**src/rtl/hilo_muldiv_unit.sv**
```systemverilog
// hilo_muldiv_unit: iterative shift-add multiply / restoring divide unit owning the HI/LO pair
module hilo_muldiv_unit #(
  parameter int WIDTH = 32,
  parameter int CNT_W = 6
) (
  input  logic             Clk,
  input  logic             Rst,
  input  logic             Start,
  input  logic [2:0]       Op,
  input  logic [WIDTH-1:0] OperandA,
  input  logic [WIDTH-1:0] OperandB,
  input  logic             Flush,
  input  logic             HiWrite,
  input  logic             LoWrite,
  input  logic [WIDTH-1:0] WriteData,
  output logic             Busy,
  output logic             Done,
  output logic             DivZero,
  output logic [WIDTH-1:0] HiOut,
  output logic [WIDTH-1:0] LoOut
);
  typedef enum logic [2:0] {IDLE, PREP, ITER, FIX, DONE} stateT;
  localparam logic [2:0] OP_MADD = 3'd4;
  localparam logic [2:0] OP_MSUB = 3'd5;
  localparam logic [CNT_W-1:0] LAST_CNT = CNT_W'(WIDTH - 1);
  stateT state, nextState;
  logic [2:0] opReg;
  logic [WIDTH-1:0] aReg, bReg, mcand, hi, lo, magA, magB, quo, rem;
  logic [2*WIDTH-1:0] prod, prodSigned, result;
  logic [WIDTH:0] addSum, shifted, diff;
  logic [CNT_W-1:0] cnt;
  logic negRes, negRem, divZ, accept, isDiv, isSigned, commit;
  assign accept = Start && (Op <= 3'd5) && !Flush && (state == IDLE || state == DONE);
  assign isDiv = opReg[2:1] == 2'b01;
  assign isSigned = !opReg[0] || opReg[2];
  assign magA = (isSigned && aReg[WIDTH-1]) ? -aReg : aReg;
  assign magB = (isSigned && bReg[WIDTH-1]) ? -bReg : bReg;
  // prod doubles as {partial product, multiplier} or {remainder, quotient}
  assign addSum = {1'b0, prod[2*WIDTH-1:WIDTH]} + (prod[0] ? {1'b0, mcand} : '0);
  assign shifted = prod[2*WIDTH-1:WIDTH-1];
  assign diff = shifted - {1'b0, mcand};
  assign quo = negRes ? -prod[WIDTH-1:0] : prod[WIDTH-1:0];
  assign rem = negRem ? -prod[2*WIDTH-1:WIDTH] : prod[2*WIDTH-1:WIDTH];
  assign prodSigned = negRes ? -prod : prod;
  assign result = isDiv ? {rem, quo} :
                  opReg == OP_MADD ? {hi, lo} + prodSigned :
                  opReg == OP_MSUB ? {hi, lo} - prodSigned : prodSigned;
  assign commit = state == FIX && !Flush && !divZ;
  assign Busy = state == PREP || state == ITER || state == FIX;
  assign Done = state == DONE;
  assign DivZero = state == DONE && divZ;
  assign HiOut = hi;
  assign LoOut = lo;
  always_comb begin
    nextState = state;
    if (Flush) nextState = IDLE;
    else if (accept) nextState = PREP;
    else if (state == PREP) nextState = ITER;
    else if (state == ITER && cnt == LAST_CNT) nextState = FIX;
    else if (state == FIX) nextState = DONE;
    else if (state == DONE) nextState = IDLE;
  end
  always_ff @(posedge Clk or negedge Rst)
    if (!Rst) state <= IDLE;
    else state <= nextState;
  always_ff @(posedge Clk or negedge Rst)
    if (!Rst) begin
      opReg <= '0;
      aReg <= '0;
      bReg <= '0;
      mcand <= '0;
      prod <= '0;
      cnt <= '0;
      negRes <= 1'b0;
      negRem <= 1'b0;
      divZ <= 1'b0;
      hi <= '0;
      lo <= '0;
    end else begin
      if (accept) {opReg, aReg, bReg} <= {Op, OperandA, OperandB};
      if (state == PREP) begin
        prod <= {{WIDTH{1'b0}}, isDiv ? magA : magB};
        mcand <= isDiv ? magB : magA;
        negRes <= isSigned && (aReg[WIDTH-1] ^ bReg[WIDTH-1]);
        negRem <= isSigned && aReg[WIDTH-1];
        divZ <= isDiv && bReg == '0;
        cnt <= '0;
      end
      if (state == ITER) begin
        prod <= isDiv ? {diff[WIDTH] ? shifted[WIDTH-1:0] : diff[WIDTH-1:0], prod[WIDTH-2:0], !diff[WIDTH]}
                      : {addSum, prod[WIDTH-1:1]};
        cnt <= cnt + 1'b1;
      end
      if (HiWrite) hi <= WriteData;
      if (LoWrite) lo <= WriteData;
      if (commit) {hi, lo} <= result;
    end
endmodule

```
**config.mk**
```make
export PLATFORM = sky130hd
export DESIGN_NAME = hilo_muldiv_unit
export DESIGN_NICKNAME = d
export VERILOG_FILES = /design/src/rtl/hilo_muldiv_unit.sv
export SDC_FILE = /design/constraint.sdc
export NUM_CORES = 1
export LEC_CHECK = 0
export ABC_CLOCK_PERIOD_IN_PS = 6800
export BUFFER_PORTS_ARGS = -buffer_cell sky130_fd_sc_hd__buf_2
export CORE_MARGIN = 3
export CORE_UTILIZATION = 50
export DETAILED_ROUTE_END_ITERATION = 10
export PLACE_DENSITY_LB_ADDON = 0.1
export SYNTH_ARGS = -nofsm -noshare
export SYNTH_HDL_FRONTEND = slang
export SYNTH_SLANG_ARGS = --single-unit
```
**constraint.sdc**
```tcl
create_clock -name Clk -period 6.8 [get_ports Clk]
set_clock_uncertainty 0.2 [all_clocks]
set_input_delay 1.02 -clock Clk [delete_from_list [all_inputs] [get_ports Clk]]
set_output_delay 1.02 -clock Clk [all_outputs]
set_load 0.05 [all_outputs]
```
==> results of run 1 <==
## cells by family after synthesis
logic type      synth area share [%]
flops                          23.42
mux                            5.993
compound gates                 28.39
fa+ha+maj                      9.115
buf+inv                        6.307
simple gates                   17.62
xor+xnor                       9.154
## power by group through the flow
stage	combinational, mW	clock (mW)	sequential [mW]
3_3_place_gp	12.1	0	2.57
6_report	12.6	1.98	2.61
3_5_place_dp	12.1	0	2.60
5_1_grt	13.7	2.06	2.66
4_1_cts	12.2	2.01	2.57
2_1_floorplan	9.08	0	2.32
## what timing repair did
| item | CTS | global route |
|---|---|---|
| buffers inserted | 0 | 2 |
| gates resized for setup | 0 | 7 |
| setup endpoints to repair | 0 | 5 |
## registers in the layout, summed over array words and instances, names as in the netlist
register	cells
HiOut	32
LoOut	32
aReg	32
bReg	32
cnt	6
divZ	1
mcand	32
negRem	1
negRes	1
opReg	3
prod	64
state	3
## worst max-delay path by stage
| stage | start | endpoint | slack [ps] | cells after the start |
|---|---|---|---|---|
| 2_1_floorplan | negRes | HiOut[25] | 520 | 26 |
| 3_3_place_gp | prod[0] | HiOut[25] | 520 | 26 |
| 3_5_place_dp | prod[0] | HiOut[25] | 320 | 26 |
| 4_1_cts | prod[5] | HiOut[25] | 250 | 24 |
| 5_1_grt | prod[0] | HiOut[25] | 9 | 29 |
| 6_report | prod[0] | HiOut[7] | 300 | 23 |
## critical path, cell delays in order, from the launching register on
cell and delay, ps:
dfrtp_1 430, buf_4 180, or3_1 410, o31ai_1 250, xor2_1 530, inv_1 100
ha_1 420, nor2_1 60, a211oi_1 510, a211oi_2 120, o41ai_1 580, a21oi_1 180
o211ai_1 290, buf_4 170, a21oi_1 80, o21ai_0 220, nand2_1 120, a211oi_1 530
nor4b_1 150, o22ai_1 190, xnor2_1 120, a211o_1 300, a21oi_1 140, a21oi_1 50
## stage by stage
step / worst slack, ps / hold WS [ps]
after detailed placement: 320.5 / 268.1
after global placement: 522.1 / 266.5
after global routing: 8.787 / 301.0
after CTS: 250.9 / 283.3
after floorplan: 524.3 / 249.7
final: 304.6 / 280.6
## per-layer routing
metal	track usage (%)	vias up	routed length, µm
li1	-	12190	-
met1	49.12	12360	42430
met2	50.48	1180	39660
met3	7.004	136	8871
met4	12.01	0	3331
met5	0	-	0
## cell usage after synthesis (all sizes together), types with 11 or more instances
master  instances
xor2          104
dfrtp         239
o21a           23
a31oi          65
and3           16
o22ai          11
or2            21
ha            178
nand3          47
o21ai         271
o31ai          37
nor2          309
or4            20
buf            26
inv           178
mux2i          73
a211oi         98
mux2           71
a21o           73
a221oi         13
nor3           55
o21bai         42
and2           17
nand2b         32
o211ai         67
o311ai         11
o41ai          14
or3            31
clkbuf        217
nand4          29
a21oi         308
xnor2         162
a22oi          28
nor2b          30
nor4           38
nand2         287
## layout make-up
cell class	instances	share of cell area (%)
clock buffers	46	3.494
repair buffers	244	5.143
multi-input cells	2695	63.89
flip-flops and latches	239	21.20
clock inverters	16	0.8956
well taps	672	2.980
inverters	180	2.394
==> results.md, run 1 <==
* Routed WL at 94,300 µm
* Cell Area, Synth at 25,530 µm²
* Switching Fraction at 54.54%
* Reg2Reg Depth at 23
* Vias in the first global route at 24,140
* H-tree lvl count at 2
* Synth top area share at 23.42%
* Setup TNS Final at 0 ps
* Hold Path Class: flop to flop
* Logic gate share of total power at 73.3%
* Multi-input logic area at 18,030 µm²
* Total iterations of the first detailed-routing run at 6
* Peak supply drop at 0.0003117 V
* Lkg Pwr at 12.51 nW
* Fin. Hold Viols at 0
* Hpwl dp at 71,760 µm
* Syn Nets at 3,644
* Die area at 53,810 µm²
* Share of layout cells above drive strength 1 at 12.87%
* Max Cap Viol at 0
* RD Place Congestion at 1.002
* Sequential fraction of design power at 15.2%
* Minimum clock period at 6495 ps
* Pwr per Cell Area at 607.9 nW/µm²
* Most frequent cells in the layout: a21oi_1 (308), nor2_1 (306), nand2_1 (285)
* CTS Buffer Depth at 3
* IO Port Bufs at 171
* CTS Buf Count at 34
* Endpoints failing setup at 0
* Tcrit/Tclk final at 95.52%
* Total core area at 50,270 µm²
* Worst hold start: mcand[20]
* Worst-Margin Slew at 1221 ps
* CTS tree: yes
* Inst Count DP at 4,028
* Register area at 5983 µm²
* Worst path arrival time at 6720 ps
* Clock Power Share at 11.5%
* Largest net degree at the start of global routing at 134
* Worst Path Max Fanout at 6
* Worst setup EP type: flop
* CTS Root Cell: clkbuf_16
* Distinct cells, synth at 89
* Area leader, netlist: dfrtp_1
* Final non-filler cell total at 4,092
* Hold path endpoint: mcand[20]
* DR WL/cell at 23.04 µm
* Fin. max-slew vios at 0
* Critical path type: flop to flop
* Mapped Cells at 3,357
* Drt first-iter violations at 2,636
* Setup repair after global routing missed its margin: no
* CP startpoint kind: flop
* Number of placement rows at 82
* First-pass GRT wire length at 143,600 µm
* # DRC at 0
* CTS hold repair buffers at 0
* Yosys synthesis warning count at 0
* Initial core utilization at 50.79%
* Placed Area at 26,930 µm²
* Switching Power at 9.356 mW
* Die H at 232.0 µm
* Critical path required time at 7020 ps
* Syn_area_per_cell at 7.606 µm²
* CTS clk-pin slew, worst paths at 60 ps
* Post-synthesis register bit count at 239
* Internal Power at 7.798 mW
* Synth-to-Final Area Change at 10.52%
* Vias per inst at 6.321
* Die width at 232.0 µm
* Status: finished clean
* Worst-Skew Late Latency at 570 ps
* Gr usage total at 34.11%
* Max_slew headroom at 17.54%
* Vias at 25,860
* Remaining antenna violation count after routing at 0
* # IOs at 172
* Async S/R FF share, synth at 100.0%
* Final core occ at 56.13%
* Initial antenna violation count at 0
* Most common cell after layout, fill and taps aside: a21oi_1
* Reg-to-Reg Start: prod[0]
* Total grt overflow at 0
* Hold Path Cell Cnt at 2
* Filler instances at 4,760
* Seq/Total Area, Yosys at 23.42%
* Final #Nets at 3,681
* ANT cells at 0
* Post-synth EDFFs at 0
* R2R setup slack at 300 ps
* CTS sink cnt at 239
* Fin area at 28,220 µm²
* Power Total at 17.15 mW
* Most area-consuming cells after synthesis: dfrtp_1 (23%), ha_1 (8.7%), a21oi_1 (6.0%)
* R2r endpoint: HiOut[7]
* Max Fclk at 154.0 MHz
* Top_reg_cell synth: dfrtp_1
Power figures use the tool's default switching activity.
==> run 2, diff against run 1 <==
- ABC_CLOCK_PERIOD_IN_PS: 6800 -> 8000
- clock period: 6.8 -> 8 ns (I/O delays scaled with it)
==> results.md, run 2 (same netlist as run 1, synthesis figures left out) <==
* Status: finished clean (unchanged)
* Die area at 53,810 µm² (unchanged)
* Worst stage delay on the critical path at 680 ps (was 580 ps)
* H-tree lvl count at 1 (was 2)
* CTS hold repair buffers at 0 (unchanged)
* CTS tree: yes (unchanged)
* Clock Power Share at 10.8% (was 11.5%)
* CTS Buf Count at 31 (was 34)
* Worst setup EP type: flop (unchanged)
* Hold Path Class: flop to flop (unchanged)
* CTS Buffer Depth at 3 (unchanged)
* CTS clk-pin slew, worst paths at 70 ps (was 60 ps)
* RD Place Congestion at 0.9700 (was 1.002)
* Final #Nets at 3,637 (was 3,681)
* Slowest cell on crit path: nor4_4 (was o41ai_1)
* Routed wl met2 at 39,090 µm (was 39,660 µm)
* Switching Fraction at 55.46% (was 54.54%)
* Setup TNS Final at 0 ps (unchanged)
* Endpoints failing setup at 0 (unchanged)
* Setup repair after global routing missed its margin: no (unchanged)
* CP startpoint kind: flop (unchanged)
* Fin. Hold Viols at 0 (unchanged)
* Worst path arrival time at 7720 ps (was 6720 ps)
* First-pass GRT wire length at 145,200 µm (was 143,600 µm)
* Number of flip-flops in the largest register at 64 (unchanged)
* Initial core utilization at 50.79% (unchanged)
* Sequential fraction of design power at 16.1% (was 15.2%)
* # IOs at 172 (unchanged)
* Critical path type: flop to flop (unchanged)
* Largest net degree at the start of global routing at 132 (was 134)
* Most common cell after layout, fill and taps aside: a21oi_1 (unchanged)
* Initial antenna violation count at 2 (was 0)
* Vias in the first global route at 24,150 (was 24,140)
* DR WL/cell at 23.22 µm (was 23.04 µm)
* Final non-filler cell total at 4,046 (was 4,092)
* IO Port Bufs at 171 (unchanged)
* Hpwl dp at 71,850 µm (was 71,760 µm)
* Routed WL at 93,960 µm (was 94,300 µm)
* Worst-Skew Late Latency at 620 ps (was 570 ps)
* Peak supply drop at 0.0002424 V (was 0.0003117 V)
* Gr usage total at 34.23% (was 34.11%)
* Logic gate share of total power at 73.1% (was 73.3%)
* Pwr per Cell Area at 512.7 nW/µm² (was 607.9 nW/µm²)
* # DRC at 0 (unchanged)
* Total grt overflow at 0 (unchanged)
* CTS resizes at 0 (unchanged)
* Vias at 25,640 (was 25,860)
* Inst Count DP at 3,989 (was 4,028)
* Crit-path most repeated cell: a21oi_1 (unchanged)
* Number of placement rows at 82 (unchanged)
* Max Fclk at 135.2 MHz (was 154.0 MHz)
* Total core area at 50,270 µm² (unchanged)
* Post-CTS Setup Inserts at 0 (unchanged)
* Post-Route M1 WL at 43,180 µm (was 42,430 µm)
* WL met3 at 8470 µm (was 8871 µm)
* Tcrit/Tclk final at 92.43% (was 95.52%)
* Worst Path Max Fanout at 14 (was 6)
* Critical path required time at 8330 ps (was 7020 ps)
* Synth-to-Final Area Change at 8.551% (was 10.52%)
* Max Cap Viol at 0 (unchanged)
* Die width at 232.0 µm (unchanged)
* CTS sink cnt at 239 (unchanged)
* Fin. max-slew vios at 0 (unchanged)
* Biggest register: prod (unchanged)
* Die H at 232.0 µm (unchanged)
* Worst-Margin Slew at 1259 ps (was 1221 ps)
* Vias per inst at 6.336 (was 6.321)
* Minimum clock period at 7395 ps (was 6495 ps)
* Hold_ws at 281.2 ps (was 280.6 ps)
* CTS Root Cell: clkbuf_16 (unchanged)
* Remaining antenna violation count after routing at 0 (unchanged)
* Share of layout cells above drive strength 1 at 11.47% (was 12.87%)
* Total iterations of the first detailed-routing run at 6 (unchanged)
* Drt first-iter violations at 2,810 (was 2,636)
* ANT cells at 0 (unchanged)
* Max_slew headroom at 15.00% (was 17.54%)
* Most frequent cells in the layout: a21oi_1 (308), nor2_1 (306), nand2_1 (285) (unchanged)
* Top sig layer: met5 (was met4)
* Switching Power at 7.880 mW (was 9.356 mW)
* Lkg Pwr at 12.22 nW (was 12.51 nW)
* Internal Power at 6.329 mW (was 7.798 mW)
[run 2: cell count changes in the layout (fill, tap and decap cells not counted), sizes merged]
cell,delta
buf,-41
clkbuf,-7
clkinv,-1
clkinvlp,+3
[run 2: power groups by stage]
stage	Sequential, mW	Combinational [mW]	Clock (mW)
5_1_grt	2.34	11.4	1.60
3_3_place_gp	2.24	10.0	0
4_1_cts	2.25	10.1	1.56
6_report	2.28	10.4	1.53
3_5_place_dp	2.28	10.1	0
2_1_floorplan	1.97	7.71	0
[run 2: cell type report]
| class | instances | area [µm²] |
|---|---|---|
| multi-input cells | 2695 | 17990 |
| clock buffers | 39 | 855.8 |
| inverters | 180 | 675.6 |
| repair buffers | 203 | 1119 |
| well taps | 672 | 840.8 |
| fillers | 4856 | 22560 |
| flip-flops and latches | 239 | 5983 |
| clock inverters | 18 | 252.7 |
[run 2: routing by layer]
metal	vias to the layer above	global-route usage, %
met2	1086	50.02
met5	-	0
li1	12100	-
met3	154	6.354
met1	12300	50.90
met4	4	10.38
[run 2: path summary, 6_finish.rpt]
path                            startpoint   endpoint  slack [ps]  cells past startpoint
worst max-delay path               prod[6]  HiOut[21]         610                     25
max in group asynchronous              Rst   mcand[8]        5840                      2
worst min-delay path             mcand[17]  mcand[17]         280                      1
worst max register to register     prod[6]  HiOut[21]         610                     25
worst min register to register   mcand[17]  mcand[17]         280                      1
min in group asynchronous              Rst  HiOut[23]         430                      1
[run 2: critical path, delay by kind of cell, from the launching register on]
family	cells	cell delay [ps]
AOI/OAI and AO/OA	12	3110
and+or+nand+nor	6	2130
buffers and inverters	3	320
muxes	1	160
xor gates and xnor gates	2	450
DFF	1	480
adders and majority gates	1	450
[run 2: through the flow]
| stage | power [mW] | setup slack (ps) | area, µm² | utilization (%) |
|---|---|---|---|---|
| 6_report | 14.21 | 605.2 | 27720 | 55.13 |
| 5_1_grt | 15.32 | 153.1 | 27720 | 55.13 |
| 3_5_place_dp | 12.35 | 785.5 | 26610 | 52.93 |
| 4_1_cts | 13.94 | 777.0 | 27720 | 55.13 |
| 2_1_floorplan | 9.684 | 1724 | 25530 | - |
| 3_3_place_gp | 12.25 | 908.4 | 26610 | 52.93 |
